$ cat src/rtl/vga_pkg.sv
// vga_pkg: shared mode record, mode validity check and reference timings
package vga_pkg;
   // Mode fields are held at a fixed 16 bits so one record type serves any LGDIM up to 16
   localparam int MW = 16;
   typedef struct packed {
      logic [MW-1:0] width;
      logic [MW-1:0] porch;
      logic [MW-1:0] synch;
      logic [MW-1:0] raw;
   } mode_t;
   function automatic logic mode_valid(input mode_t m);
      return (m.width < m.porch) && (m.porch < m.synch) && (m.synch < m.raw);
   endfunction
   localparam mode_t VGA640_H = '{width: 16'd640, porch: 16'd656, synch: 16'd752, raw: 16'd800};
   localparam mode_t VGA640_V = '{width: 16'd480, porch: 16'd490, synch: 16'd492, raw: 16'd525};
endpackage

$ cat src/rtl/llvga_modereg.sv
// llvga_modereg: pending/active mode shadows, strobe validation and frame-boundary apply
module llvga_modereg import vga_pkg::*; (
   input  logic  i_pixclk,
   input  logic  i_reset_n,
   input  logic  i_mode_stb,
   input  logic  i_apply,
   input  mode_t i_hm,
   input  mode_t i_vm,
   input  logic  i_hpol,
   input  logic  i_vpol,
   output mode_t o_hm,
   output mode_t o_vm,
   output logic  o_hpol,
   output logic  o_vpol,
   output logic  o_mode_pend,
   output logic  o_mode_err
);
   mode_t pnd_h, pnd_v;
   logic  pnd_hpol, pnd_vpol, ok;
   assign ok = mode_valid(i_hm) && mode_valid(i_vm);
   // Apply uses the old pending values, so a strobe on the apply cycle waits for the next frame
   always_ff @(posedge i_pixclk) begin
      if (!i_reset_n) begin
         o_hm        <= i_hm;
         o_vm        <= i_vm;
         o_hpol      <= i_hpol;
         o_vpol      <= i_vpol;
         pnd_h       <= '0;
         pnd_v       <= '0;
         pnd_hpol    <= 1'b0;
         pnd_vpol    <= 1'b0;
         o_mode_pend <= 1'b0;
         o_mode_err  <= 1'b0;
      end else begin
         o_mode_err <= i_mode_stb && !ok;
         if (i_apply && o_mode_pend) begin
            o_hm   <= pnd_h;
            o_vm   <= pnd_v;
            o_hpol <= pnd_hpol;
            o_vpol <= pnd_vpol;
         end
         if (i_mode_stb && ok) begin
            pnd_h       <= i_hm;
            pnd_v       <= i_vm;
            pnd_hpol    <= i_hpol;
            pnd_vpol    <= i_vpol;
            o_mode_pend <= 1'b1;
         end else if (i_apply) begin
            o_mode_pend <= 1'b0;
         end
      end
   end
endmodule

$ cat src/rtl/llvga_stream.sv
// llvga_stream: VGA/DVI timing engine pulling pixels from a valid/ready stream
module llvga_stream import vga_pkg::*; #(
   parameter int BPC                  = 8,
   parameter int LGDIM                = 12,
   parameter bit OPT_FIRST_FRAME_SKIP = 1'b1
) (
   input  logic             i_pixclk,
   input  logic             i_reset_n,
   input  logic [LGDIM-1:0] i_hm_width,
   input  logic [LGDIM-1:0] i_hm_porch,
   input  logic [LGDIM-1:0] i_hm_synch,
   input  logic [LGDIM-1:0] i_hm_raw,
   input  logic [LGDIM-1:0] i_vm_height,
   input  logic [LGDIM-1:0] i_vm_porch,
   input  logic [LGDIM-1:0] i_vm_synch,
   input  logic [LGDIM-1:0] i_vm_raw,
   input  logic             i_hpol,
   input  logic             i_vpol,
   input  logic             i_mode_stb,
   output logic             o_mode_pend,
   output logic             o_mode_err,
   input  logic             i_pix_valid,
   output logic             o_pix_ready,
   input  logic [3*BPC-1:0] i_pix_data,
   input  logic             i_pix_last,
   output logic             o_newline,
   output logic             o_newframe,
   output logic             o_underflow,
   output logic             o_linerr,
   output logic             o_hsync,
   output logic             o_vsync,
   output logic             o_de,
   output logic [BPC-1:0]   o_red,
   output logic [BPC-1:0]   o_grn,
   output logic [BPC-1:0]   o_blu
);
   mode_t hin, vin, hm, vm;
   logic hpol, vpol;
   logic [LGDIM-1:0] hpos, vpos;
   logic [MW-1:0] hx, vx;
   logic act, hlast, vlast, hwrap, vwrap, fwrap, ready, take, first_frame;
   assign hin = '{width: MW'(i_hm_width), porch: MW'(i_hm_porch), synch: MW'(i_hm_synch), raw: MW'(i_hm_raw)};
   assign vin = '{width: MW'(i_vm_height), porch: MW'(i_vm_porch), synch: MW'(i_vm_synch), raw: MW'(i_vm_raw)};
   llvga_modereg u_modereg (
      .i_pixclk    (i_pixclk),
      .i_reset_n   (i_reset_n),
      .i_mode_stb  (i_mode_stb),
      .i_apply     (fwrap),
      .i_hm        (hin),
      .i_vm        (vin),
      .i_hpol      (i_hpol),
      .i_vpol      (i_vpol),
      .o_hm        (hm),
      .o_vm        (vm),
      .o_hpol      (hpol),
      .o_vpol      (vpol),
      .o_mode_pend (o_mode_pend),
      .o_mode_err  (o_mode_err)
   );
   assign hx    = MW'(hpos);
   assign vx    = MW'(vpos);
   assign act   = (hx < hm.width) && (vx < vm.width);
   assign hlast = hx == hm.width - MW'(1);
   assign vlast = vx == vm.width - MW'(1);
   assign hwrap = hx == hm.raw - MW'(1);
   assign vwrap = vx == vm.raw - MW'(1);
   assign fwrap = hwrap && vwrap;
   assign ready = act && !(OPT_FIRST_FRAME_SKIP && first_frame);
   assign take  = ready && i_pix_valid;
   assign o_pix_ready = ready;
   // Free-running raster position against the active mode
   always_ff @(posedge i_pixclk) begin
      if (!i_reset_n) begin
         hpos <= '0;
         vpos <= '0;
      end else begin
         hpos <= hwrap ? '0 : hpos + 1'b1;
         if (hwrap)
            vpos <= vwrap ? '0 : vpos + 1'b1;
      end
   end
   // Hold off the source for one whole frame after reset or a mode change
   always_ff @(posedge i_pixclk) begin
      if (!i_reset_n)
         first_frame <= 1'b1;
      else if (fwrap && o_mode_pend)
         first_frame <= 1'b1;
      else if (hlast && vlast)
         first_frame <= 1'b0;
   end
   // Registered output stage, one clock behind the raster position
   always_ff @(posedge i_pixclk) begin
      if (!i_reset_n) begin
         o_de                  <= 1'b0;
         {o_red, o_grn, o_blu} <= '0;
         o_hsync               <= !i_hpol;
         o_vsync               <= !i_vpol;
         o_newline             <= 1'b0;
         o_newframe            <= 1'b0;
         o_underflow           <= 1'b0;
         o_linerr              <= 1'b0;
      end else begin
         o_de                  <= act;
         {o_red, o_grn, o_blu} <= take ? i_pix_data : '0;
         o_hsync               <= hpol ^ !((hx >= hm.porch) && (hx < hm.synch));
         o_vsync               <= vpol ^ !((vx >= vm.porch) && (vx < vm.synch));
         o_newline             <= hlast && (vx < vm.width);
         o_newframe            <= hlast && vlast;
         o_underflow           <= ready && !i_pix_valid;
         o_linerr              <= take && (i_pix_last != hlast);
      end
   end
endmodule

$ cat config.mk
export PLATFORM = sky130hd
export DESIGN_NAME = llvga_stream
export DESIGN_NICKNAME = d
export VERILOG_FILES = /design/src/rtl/vga_pkg.sv /design/src/rtl/llvga_modereg.sv /design/src/rtl/llvga_stream.sv
export SDC_FILE = /design/constraint.sdc
export NUM_CORES = 1
export LEC_CHECK = 0
export CAP_MARGIN = 20
export CORE_ASPECT_RATIO = 0.75
export CORE_MARGIN = 5
export CORE_UTILIZATION = 31
export CTS_CLUSTER_SIZE = 10
export DETAILED_ROUTE_END_ITERATION = 7
export DONT_BUFFER_PORTS = 1
export PLACE_DENSITY = 0.46
export SETUP_SLACK_MARGIN = 0.02
export SKIP_CTS_REPAIR_TIMING = 1
export SYNTH_ARGS = -nofsm -noshare
export SYNTH_HDL_FRONTEND = slang
export SYNTH_SLANG_ARGS = --single-unit
$ cat constraint.sdc
create_clock -name i_pixclk -period 11 [get_ports i_pixclk]
set_clock_uncertainty 0.2 [all_clocks]
set_input_delay 0.55 -clock i_pixclk [delete_from_list [all_inputs] [get_ports i_pixclk]]
set_output_delay 0.55 -clock i_pixclk [all_outputs]
set_load 0.02 [all_outputs]
==> impl_results.md, run 1 <==
* Synthesized Nets at 1865
* Overall Global Routing Usage at 15.2%
* Mean Syn Cell Area at 9.15 um^2
* Post-Route WL at ~43000 um
* Tmin final at about 4.5 ns
* Via density at about 4.9
* Hold path cells at 2
* Final core occ at 37.6%
* Class of the worst hold path: input pin to flop
* Setup_tns at 0 ns
* Clock-pin slew on the worst setup and hold paths at 0.06 ns
* Layout Nets at between 1.5k and 2k
* Maximum vdd drop at slightly below 0.00009 V
* Layout cells sized above 1 at under 10%
* Worst-case reg-to-reg path depth at 10
* Clock sinks at 254
* CTS tree: done
* Port bufs at 0
* Clock latency on the worst-skew pair at 0.53 ns
* Drt initial violations at 620
* Final hold violation count at 4
* Final period util at 40.9%
* FFs w/ async S/R, synth at 0%
* Row count at 68
* GP Congestion at slightly below 0.9
* First-pass GRT wire length at 61300 um
* DP Area at 0.0151 mm^2
* Unrepaired setup endpoints after global routing: false
* Critical path startpoint category: flop
* CTS max path bufs at 3
* Cell Area, Synth at between 0.01 and 0.015 mm^2
* Vias at between 10k and 15k
* Largest cells by area after synthesis: dfxtp_1 21%, edfxtp_1 20%, ha_1 12%, mux2i_1 6.9%, nand2_1 5.8%
* Worst setup startpoint: u_modereg.o_vm[0]
* Sequential share of the synthesized area at 41.5%
* Final max-slew violation count at 0
* Die width at ~260 um
* Total CTS buffers at 34
* Fill count at 4670
* R2r setup slk at 6.50 ns
* Data arrival time of the worst path at 4.44 ns
* GRT overflow at 0
* Post-synth EDFFs at 98
* Dominant cell type by area after synthesis: dfxtp_1
* Area grow syn2layout at 19.1%
* Clk root buf: clkbuf_16
* Worst hold slack at -0.0219 ns
* Die area at 0.0516 mm^2
* Share of total power in the clock network at 45.7%
* DIE HEIGHT at 198 um
* Crit path to: u_modereg.o_hm[19]
* Sw Ratio at approximately a quarter
* Post-Syn Instances at 1596
* LEAKAGE at 7.44 nW
* Detailed Place HPWL at slightly above 30000 um
* Slew @ Worst Pin at 0.985 ns
* ANT cells at 0
* Failing checks: hold timing
* Sequential Power Share at 44.1%
* Top-area cell type share of the netlist area at 21.4%
* Reg2reg end: u_modereg.o_hm[19]
* Endpoints failing setup at 0
* Post-route ant nets at 0
* Synth Register Bits at ~250
* Yosys warns at 0
* Core Area at 0.0463 mm^2
* Largest net degree at the start of global routing at 306
* Max frequency at roughly 220 MHz
* Status: finished, violations left
* Pint at 1.77 mW
* Ys flop type: dfxtp_1
* TritonRoute pass-1 iters at 5
* Crit path kind: flop to flop
* Crit. End Element: flop
* Vias in the first global route at 10.2k
* Switch Pwr at roughly 0.58 mW
* H-tree levels at 2
* Crit Path Max Fanout at 60
* Netlist cell types at 67
* Max_cap viols at 0
* # DRC at 0
* DR WL/cell at about 18 um
* PD cells at 135 mW/mm^2
* Combinational share of power at 10.3%
* Initial antenna violation count at 0
* Reg2reg start: u_modereg.o_vm[0]
* Worst Path Required at 10.94 ns
* Final Instance Area at 0.0174 mm^2
* Max_slew headroom at about a third
* Starting Density at 31.6%
* I/O pins at 161
==> critical path, cell delays in order (launching register included) <==
cell      delay, ns
edfxtp_1       0.42
inv_1          0.08
ha_1           0.18
nor4b_1        0.81
o211ai_1       0.21
a32o_1         0.30
a31oi_1        0.16
nand4_1        0.20
o31ai_4        0.26
buf_4          0.48
buf_4          0.70
==> cell families after synthesis <==
family                   Yosys count  synth area share (%)
XOR/XNOR                          71                  4.26
flip-flops                       254                  41.5
buffers and inverters            279                  7.56
adder cells (fa/ha/maj)          142                  12.2
multiplexers                     101                  6.93
AO/OA/AOI/OAI                    287                  12.3
AND/OR/NAND/NOR                  462                  15.2
==> cells in the final DEF (no fill, tap or decap), types with 42 or more instances in the layout <==
cell,synthesis,layout
a21o_1,56,56
dfxtp_1,156,156
dlygate4sd3_1,0,118
edfxtp_1,98,98
ha_1,142,142
inv_1,207,207
mux2i_1,100,100
nand2_1,226,226
nor2_1,48,48
o21ai_0,119,119
xnor2_1,42,42
==> flip-flops by register name, summed over array words and instances, names as in the netlist <==
signal and flops:
first_frame 1, u_modereg.o_mode_pend 1, u_modereg.o_hpol 1, o_linerr 1
o_vsync 1, o_grn 8, o_de 1, o_newline 1
u_modereg.pnd_hpol 1, u_modereg.o_hm 48, vpos 12, o_red 8
u_modereg.pnd_v 48, u_modereg.pnd_h 48, u_modereg.pnd_vpol 1, o_blu 8
o_newframe 1, o_hsync 1, hpos 12, u_modereg.o_mode_err 1
u_modereg.o_vpol 1, o_underflow 1, u_modereg.o_vm 48
==> how the worst min path moves through the flow <==
stage,start,endpoint
2_1_floorplan,first_frame,o_underflow
3_3_place_gp,u_modereg.pnd_v[56],u_modereg.pnd_v[56]
3_5_place_dp,u_modereg.pnd_v[42],u_modereg.pnd_v[42]
4_1_cts,i_pix_valid,o_underflow
5_1_grt,i_reset_n,u_modereg.o_mode_pend
6_report,i_vm_height[8],u_modereg.pnd_v[56]
==> synthesized netlist by cell type, types with 5 or more instances <==
cell type / count
nand3_1: 18
or4_1: 6
xnor2_1: 42
nor4_1: 36
nor3_1: 19
xor2_1: 29
inv_1: 207
o31ai_1: 7
a21o_1: 56
buf_4: 9
a21oi_1: 41
nand2_1: 226
mux2i_1: 100
edfxtp_1: 98
a31oi_1: 8
or3_1: 11
o21ai_0: 119
nor2b_1: 9
ha_1: 142
dfxtp_1: 156
and3_1: 12
nand2b_1: 16
nor2_1: 48
nand4_1: 34
clkbuf_1: 55
o21a_1: 6
o22ai_1: 6
a211oi_1: 5
==> area by class of cell <==
type                    count  area, um^2  area share (%)
clock inverters             8        87.6           0.504
flip-flops and latches    254        6070            34.9
clock buffers              52         991            5.70
repair buffers            124        1230            7.05
inverters                 207         777            4.47
well taps                 630         788            4.53
multi-input cells        1063        7460            42.9
==> power by group through the flow <==
stage / Sequential [mW] / Clock [mW] / Combinational [mW]
final: 1.04 / 1.07 / 0.241
after global placement: 1.06 / 0 / 0.201
after floorplan: 1.05 / 0 / 0.167
after CTS: 1.04 / 1.11 / 0.205
after global routing: 1.04 / 1.15 / 0.272
after detailed placement: 1.06 / 0 / 0.204
==> stage by stage <==
stage / cells / setup WS, ns / power (mW)
after floorplan: 1596 / 0.816 / 1.22
after global placement: 2160 / 6.64 / 1.26
after detailed placement: 2160 / 6.50 / 1.26
after CTS: 2220 / 6.48 / 2.35
after global routing: 2338 / 6.08 / 2.46
final: 2338 / 6.50 / 2.35
==> per-layer routing <==
metal | wire, um | up-vias | track usage (%) | share of wire [%]
met5 | 0 | - | 0 | 0
met4 | 935 | 0 | 3.60 | 2.2
met3 | 2380 | 60 | 3.51 | 5.5
met2 | 17400 | 252 | 21.7 | 41
met1 | 22200 | 5324 | 23.2 | 52
li1 | - | 5725 | - | -
Power figures use the tool's default switching activity.
==> run 2, diff against run 1 <==
- clock period: 11 -> 3.71 ns (I/O delays scaled with it)
==> impl_results.md, run 2 (synthesis results as in run 1) <==
* CP top delay family: buffers and inverters
* Worst hold slack at approximately 0.04 ns
* Clock latency on the worst-skew pair at approximately 0.6 ns
* Post-route insts no fill at around 2.5k
* Vias at 12.2k
* Drt initial violations at 767
* Tmin final at 3.60 ns
* Max stage delay on crit path at ~0.6 ns
* Crit path kind: input pin to flop
* LEAKAGE at 7.93 nW
* Inst Count DP at between 2k and 2.5k
* Overall Global Routing Usage at 15.6%
* Crit path to: u_modereg.pnd_v[24]
* Endpoints failing setup at 0
* Final hold violation count at 0
* Max_cap viols at 0
* Reg2reg start: u_modereg.o_hm[0]
* Met3 Use GR at 3.86%
* Critical Path Stages at 12
* CTS max path bufs at 3
* Clock-pin slew on the worst setup and hold paths at 0.06 ns
* Final period util at just under 100%
* Worst-case reg-to-reg path depth at 10
* Largest net degree at the start of global routing at 306
* TritonRoute pass-1 iters at 5
* Detailed Place HPWL at 32100 um
* Slew @ Worst Pin at between 0.9 and 1 ns
* Most frequent cells in the layout: 241 x dlygate4sd3_1, 226 x nand2_1, 205 x inv_1
* DIE HEIGHT at 198 um
* Dpl ws at 0.374 ns
* First-pass GRT wire length at 63000 um
* Row count at just under 70
* Crit. End Element: flop
* Worst setup startpoint: i_hm_raw[9]
* Crit Path Max Fanout at 20
* Layout Nets at ~2.1k
* GRT overflow at 0
* Final setup margin at roughly 0.11 ns
* Max_slew headroom at 36.7%
* Die area at 0.0516 mm^2
* Routing usage on met2 at 22.4%
* Layout cells sized above 1 at approximately 4.6%
* Total CTS buffers at 31
* Critical path startpoint category: input pin
* Via density at 4.95
* Area of the multi-input gates at 0.00750 mm^2
* Area grow syn2layout at 28.2%
* I/O pins at 161
* Class of the worst hold path: input pin to flop
* Most common cell after layout, fill and taps aside: dlygate4sd3_1
* Initial antenna violation count at 1
* Clock sinks at 254
* Setup_tns at 0 ns
* PD cells at approximately 360 mW/mm^2
* WP buf/inv at 4
* Port bufs at 0
* Fill count at 4613
* Starting Density at between 30% and 40%
* Post-Route WL at 46800 um
* H-tree levels at 1
* CTS tree: done
* Maximum vdd drop at around 0.00035 V
* Cells along the critical path: dlygate4sd3_1, inv_1, ha_1, a21o_1, a21o_1, a211o_1, nor4_2, o311ai_1, nor4_2, buf_4, mux2i_1, dlygate4sd3_1
* Slowest-stage cell, CP: dlygate4sd3_1
* Clk root buf: clkbuf_16
* # DRC at 0
* Top Usage Layer GRT: met1
* Status: finished, final reports clean
* Die width at 261 um
* GP Congestion at 0.843
* Worst Path Required at just over 4 ns
* Post-route ant nets at 0
* DR WL/cell at between 15 and 20 um
* Met1 global-route usage at roughly a quarter
* Max frequency at 278 MHz
* Data arrival time of the worst path at between 3 and 4 ns
* R2r setup slk at 0.39 ns
* Final max-slew violation count at 0
* Vias in the first global route at 10.5k
* Register area at slightly above 0.006 mm^2
* Reg2reg end: u_modereg.o_hm[55]
* Core Area at 0.0463 mm^2
==> run 2: power by group <==
group | internal [mW] | leakage [nW] | switching, mW
clock | 1.63 | 0.455 | 1.24
combinational | 0.424 | 5.22 | 0.465
sequential | 3.00 | 2.26 | 0.0761
==> run 2: how the worst min path moves through the flow <==
stage	from	endpoint	slack, ns	cells after the start
after floorplan	i_pix_valid	o_underflow	0.06	1
final	i_pix_valid	o_underflow	0.04	2
after global placement	i_pix_valid	o_underflow	0.06	1
after detailed placement	i_pix_valid	o_underflow	0.07	1
after CTS	i_pix_valid	o_underflow	-0.56	1
after global routing	i_pix_valid	o_underflow	0.03	2
==> run 2: stage by stage <==
step | power, mW | area, um^2 | util, %
CTS | 6.65 | 16300 | 35.1
detailed placement | 3.76 | 15300 | 33.1
global route | 7.13 | 18700 | 40.5
floorplan | 3.61 | 14700 | -
finish | 6.83 | 18700 | 40.5
global placement | 3.75 | 15300 | 33.1
==> run 2: area by class of cell <==
| type | instances | share of cell area, % |
|---|---|---|
| antenna | 2 | 0.0267 |
| timing repair buffer | 263 | 14.2 |
| tap | 630 | 4.21 |
| clock buffer | 51 | 4.76 |
| sequential | 254 | 32.4 |
| clock inverter | 5 | 0.214 |
| multi-input combinational | 1063 | 40.0 |
| inverter | 207 | 4.15 |
==> run 2: routing by layer <==
layer  share of wire (%)  vias to the layer above  routed length, um
met5               0.015                        -                  7
met4                 2.6                        2               1210
met3                 7.1                       81               3310
met2                  41                      357              19200
met1                  49                     5825              23000
li1                    -                     5981                  -
==> run 3, diff against run 2 <==
- ABC_AREA: unset -> 1
==> impl_results.md, run 3 <==
* Max stage delay on crit path at slightly below 0.6 ns
* Ys flop type: dfxtp_1
* Largest cells by area after synthesis: dfxtp_1 20%, edfxtp_1 19%, nand2_1 15%, ha_1 11%, inv_1 9.6%
* GRT overflow at 0
* Cells along the critical path: dlygate4sd3_1, inv_1, ha_1, nand2_1, inv_1, nand2_1, nand2_1, nand2_1, nand2_1, nor2_1, nand2_1, nor2_4, buf_12, nand3_1, dlygate4sd3_1, nand2_1, nor2_1, dlygate4sd3_1
* Layout Nets at 2680
* Max frequency at approximately 280 MHz
* DIE HEIGHT at 206 um
* Vias at 14.4k
* Maximum vdd drop at 0.000363 V
* Starting Density at between 30% and 40%
* Top-area cell type share of the netlist area at between 10% and 20%
* Adder-Cell Fraction of Synth Area at 11.2%
* # DRC at 0
* GP Congestion at 0.875
* Post-Syn Instances at 2222
* Synth top cells by count: 638 x nand2_1, 408 x inv_1, 178 x nand3_1, 156 x dfxtp_1, 152 x nor2_1
* Area of the multi-input gates at 0.00796 mm^2
* H-tree levels at 1
* Dominant cell type by area after synthesis: dfxtp_1
* Final core occ at between 30% and 40%
* Core Area at between 0.05 and 0.06 mm^2
* Final max-slew violation count at 0
* Vias in the first global route at 12.6k
* Clock sinks at 254
* CTS max path bufs at 3
* Setup_tns at 0 ns
* Mean Syn Cell Area at between 7 and 8 um^2
* Row count at 71
* Max_slew headroom at 50.2%
* Hold path cells at 3
* Final setup margin at 0.144 ns
* I/O pins at 161
* Synthesized Nets at 2491
* Overall Global Routing Usage at between 10% and 20%
* Total CTS buffers at 31
* Cell Area, Synth at 0.0159 mm^2
* Sequential share of the synthesized area at 38.1%
* Clk root buf: clkbuf_16
* CTS tree: done
* Synth Area in Compound Gates at under 10%
* Largest family of logic cells by synthesized area: simple AND/OR/NAND/NOR gates
* FFs w/ async S/R, synth at 0%
* Critical path startpoint category: input pin
* Post-synthesis mux area share at 0%
* First-pass GRT wire length at around 72000 um
* Clock latency on the worst-skew pair at ~0.59 ns
* Register area at 0.00607 mm^2
* Post-Synth Simple-Gate Area at 28.2%
* Status: finished, final reports clean
* Class of the worst hold path: input pin to flop
* Largest net degree at the start of global routing at 205
* Post-Route WL at slightly below 50000 um
* Die area at 0.0560 mm^2
* Most common cell after layout, fill and taps aside: nand2_1
* Drt initial violations at slightly above 1k
* Most numerous cell in the Yosys netlist: nand2_1
* PD cells at 348 mW/mm^2
* Dpl ws at 0.641 ns
* Clock-pin slew on the worst setup and hold paths at 0.07 ns
* Final period util at 96.1%
* Synth Register Bits at around 250
* Via density at around 4.7
* Worst Path Required at 3.99 ns
* Die width at 272 um
* Detailed Place HPWL at ~35000 um
* Slowest-stage cell, CP: dlygate4sd3_1
* Crit path kind: input pin to flop
* Netlist cell types at 41
* Slew @ Worst Pin at roughly 0.75 ns
* Crit Path Max Fanout at 101
* Top cell by count, worst path: nand2_1
* Most frequent cells in the layout: 637 x nand2_1, 407 x inv_1, 205 x dlygate4sd3_1
* Tmin final at 3.57 ns
* Post-route ant nets at 0
* Port bufs at 0
* Fill count at 5183
* Worst-case reg-to-reg path depth at 13
* Max_cap viols at 0
* Initial antenna violation count at 1
* LEAKAGE at 9.89 nW
* Area grow syn2layout at 23.6%
* Post-Synth XOR/XNOR Area at about 2.9%
* TritonRoute pass-1 iters at 5
* Unrepaired setup endpoints after global routing: false
* Post-synth EDFFs at 98
* Endpoints failing setup at 0
* Layout cells sized above 1 at 4.77%
* Worst hold slack at between 0.015 and 0.02 ns
* DR WL/cell at about 16 um
* Final hold violation count at 0
* Data arrival time of the worst path at around 3.8 ns
* Crit. End Element: flop
* Yosys warns at 0
## run 3: cell types whose count changed after synthesis, sizes merged, moves of 13 or more
| cell | delta |
|---|---|
| nor4 | -33 |
| a21oi | +43 |
| nor2 | +119 |
| inv | +208 |
| nand2b | -15 |
| nand2 | +418 |
| mux2i | -100 |
| a21o | -55 |
| xnor2 | -25 |
| nand4 | -13 |
| o21ai | +15 |
| nand3 | +171 |
## run 3: layer usage
| metal | vias up | share of wire (%) | track usage, % |
|---|---|---|---|
| li1 | 7400 | - | - |
| met1 | 6574 | 53 | 25.3 |
| met2 | 351 | 40 | 22.7 |
| met3 | 53 | 5.6 | 3.13 |
| met4 | 0 | 1.7 | 3.22 |
| met5 | - | 0 | 0 |
## run 3: path summary, 6_finish.rpt
path | from | end | slack [ns]
setup reg to reg | u_modereg.o_vm[0] | u_modereg.o_hm[27] | 0.60
hold reg to reg | u_modereg.pnd_vpol | u_modereg.pnd_vpol | 0.29
hold / removal | i_reset_n | u_modereg.pnd_vpol | 0.02
setup / recovery | i_hm_porch[2] | u_modereg.pnd_hpol | 0.14
## run 3: report_power, final
| part | switching (mW) | leakage (nW) | internal, mW |
|---|---|---|---|
| clock | 1.22 | 0.463 | 1.70 |
| sequential | 0.0622 | 2.20 | 3.01 |
| combinational | 0.518 | 7.22 | 0.328 |
| total | 1.80 | 9.89 | 5.04 |
## run 3: logic make-up after synthesis
family                     after synthesis
adders and majority gates              142
AOI/OAI and AO/OA                      231
and+or+nand+nor                       1057
xor gates and xnor gates                53
buffers and inverters                  485
DFF                                    254
## run 3: worst max-delay path: cells and delay by family
family / cells / cell delay, ns
adder cells (fa/ha/maj): 1 / 0.25
buffers and inverters: 6 / 2.27
AND/OR/NAND/NOR: 11 / 1.09
## run 3: metrics by stage
step           instances  cell area (um^2)  power, mW
2_1_floorplan       2222             15900       3.63
3_3_place_gp        2828             16600       3.77
3_5_place_dp        2828             16600       3.79
4_1_cts             2884             17500       6.76
5_1_grt             3092             19700       7.17
6_report            3092             19700       6.84
## run 3: area by class of cell
class                   count  area share (%)
diodes                      1          0.0127
well taps                 657            4.18
flip-flops and latches    254            30.9
inverters                 415            7.94
clock inverters             4           0.325
multi-input cells        1483            40.5
repair buffers            226            11.6
clock buffers              52            4.55
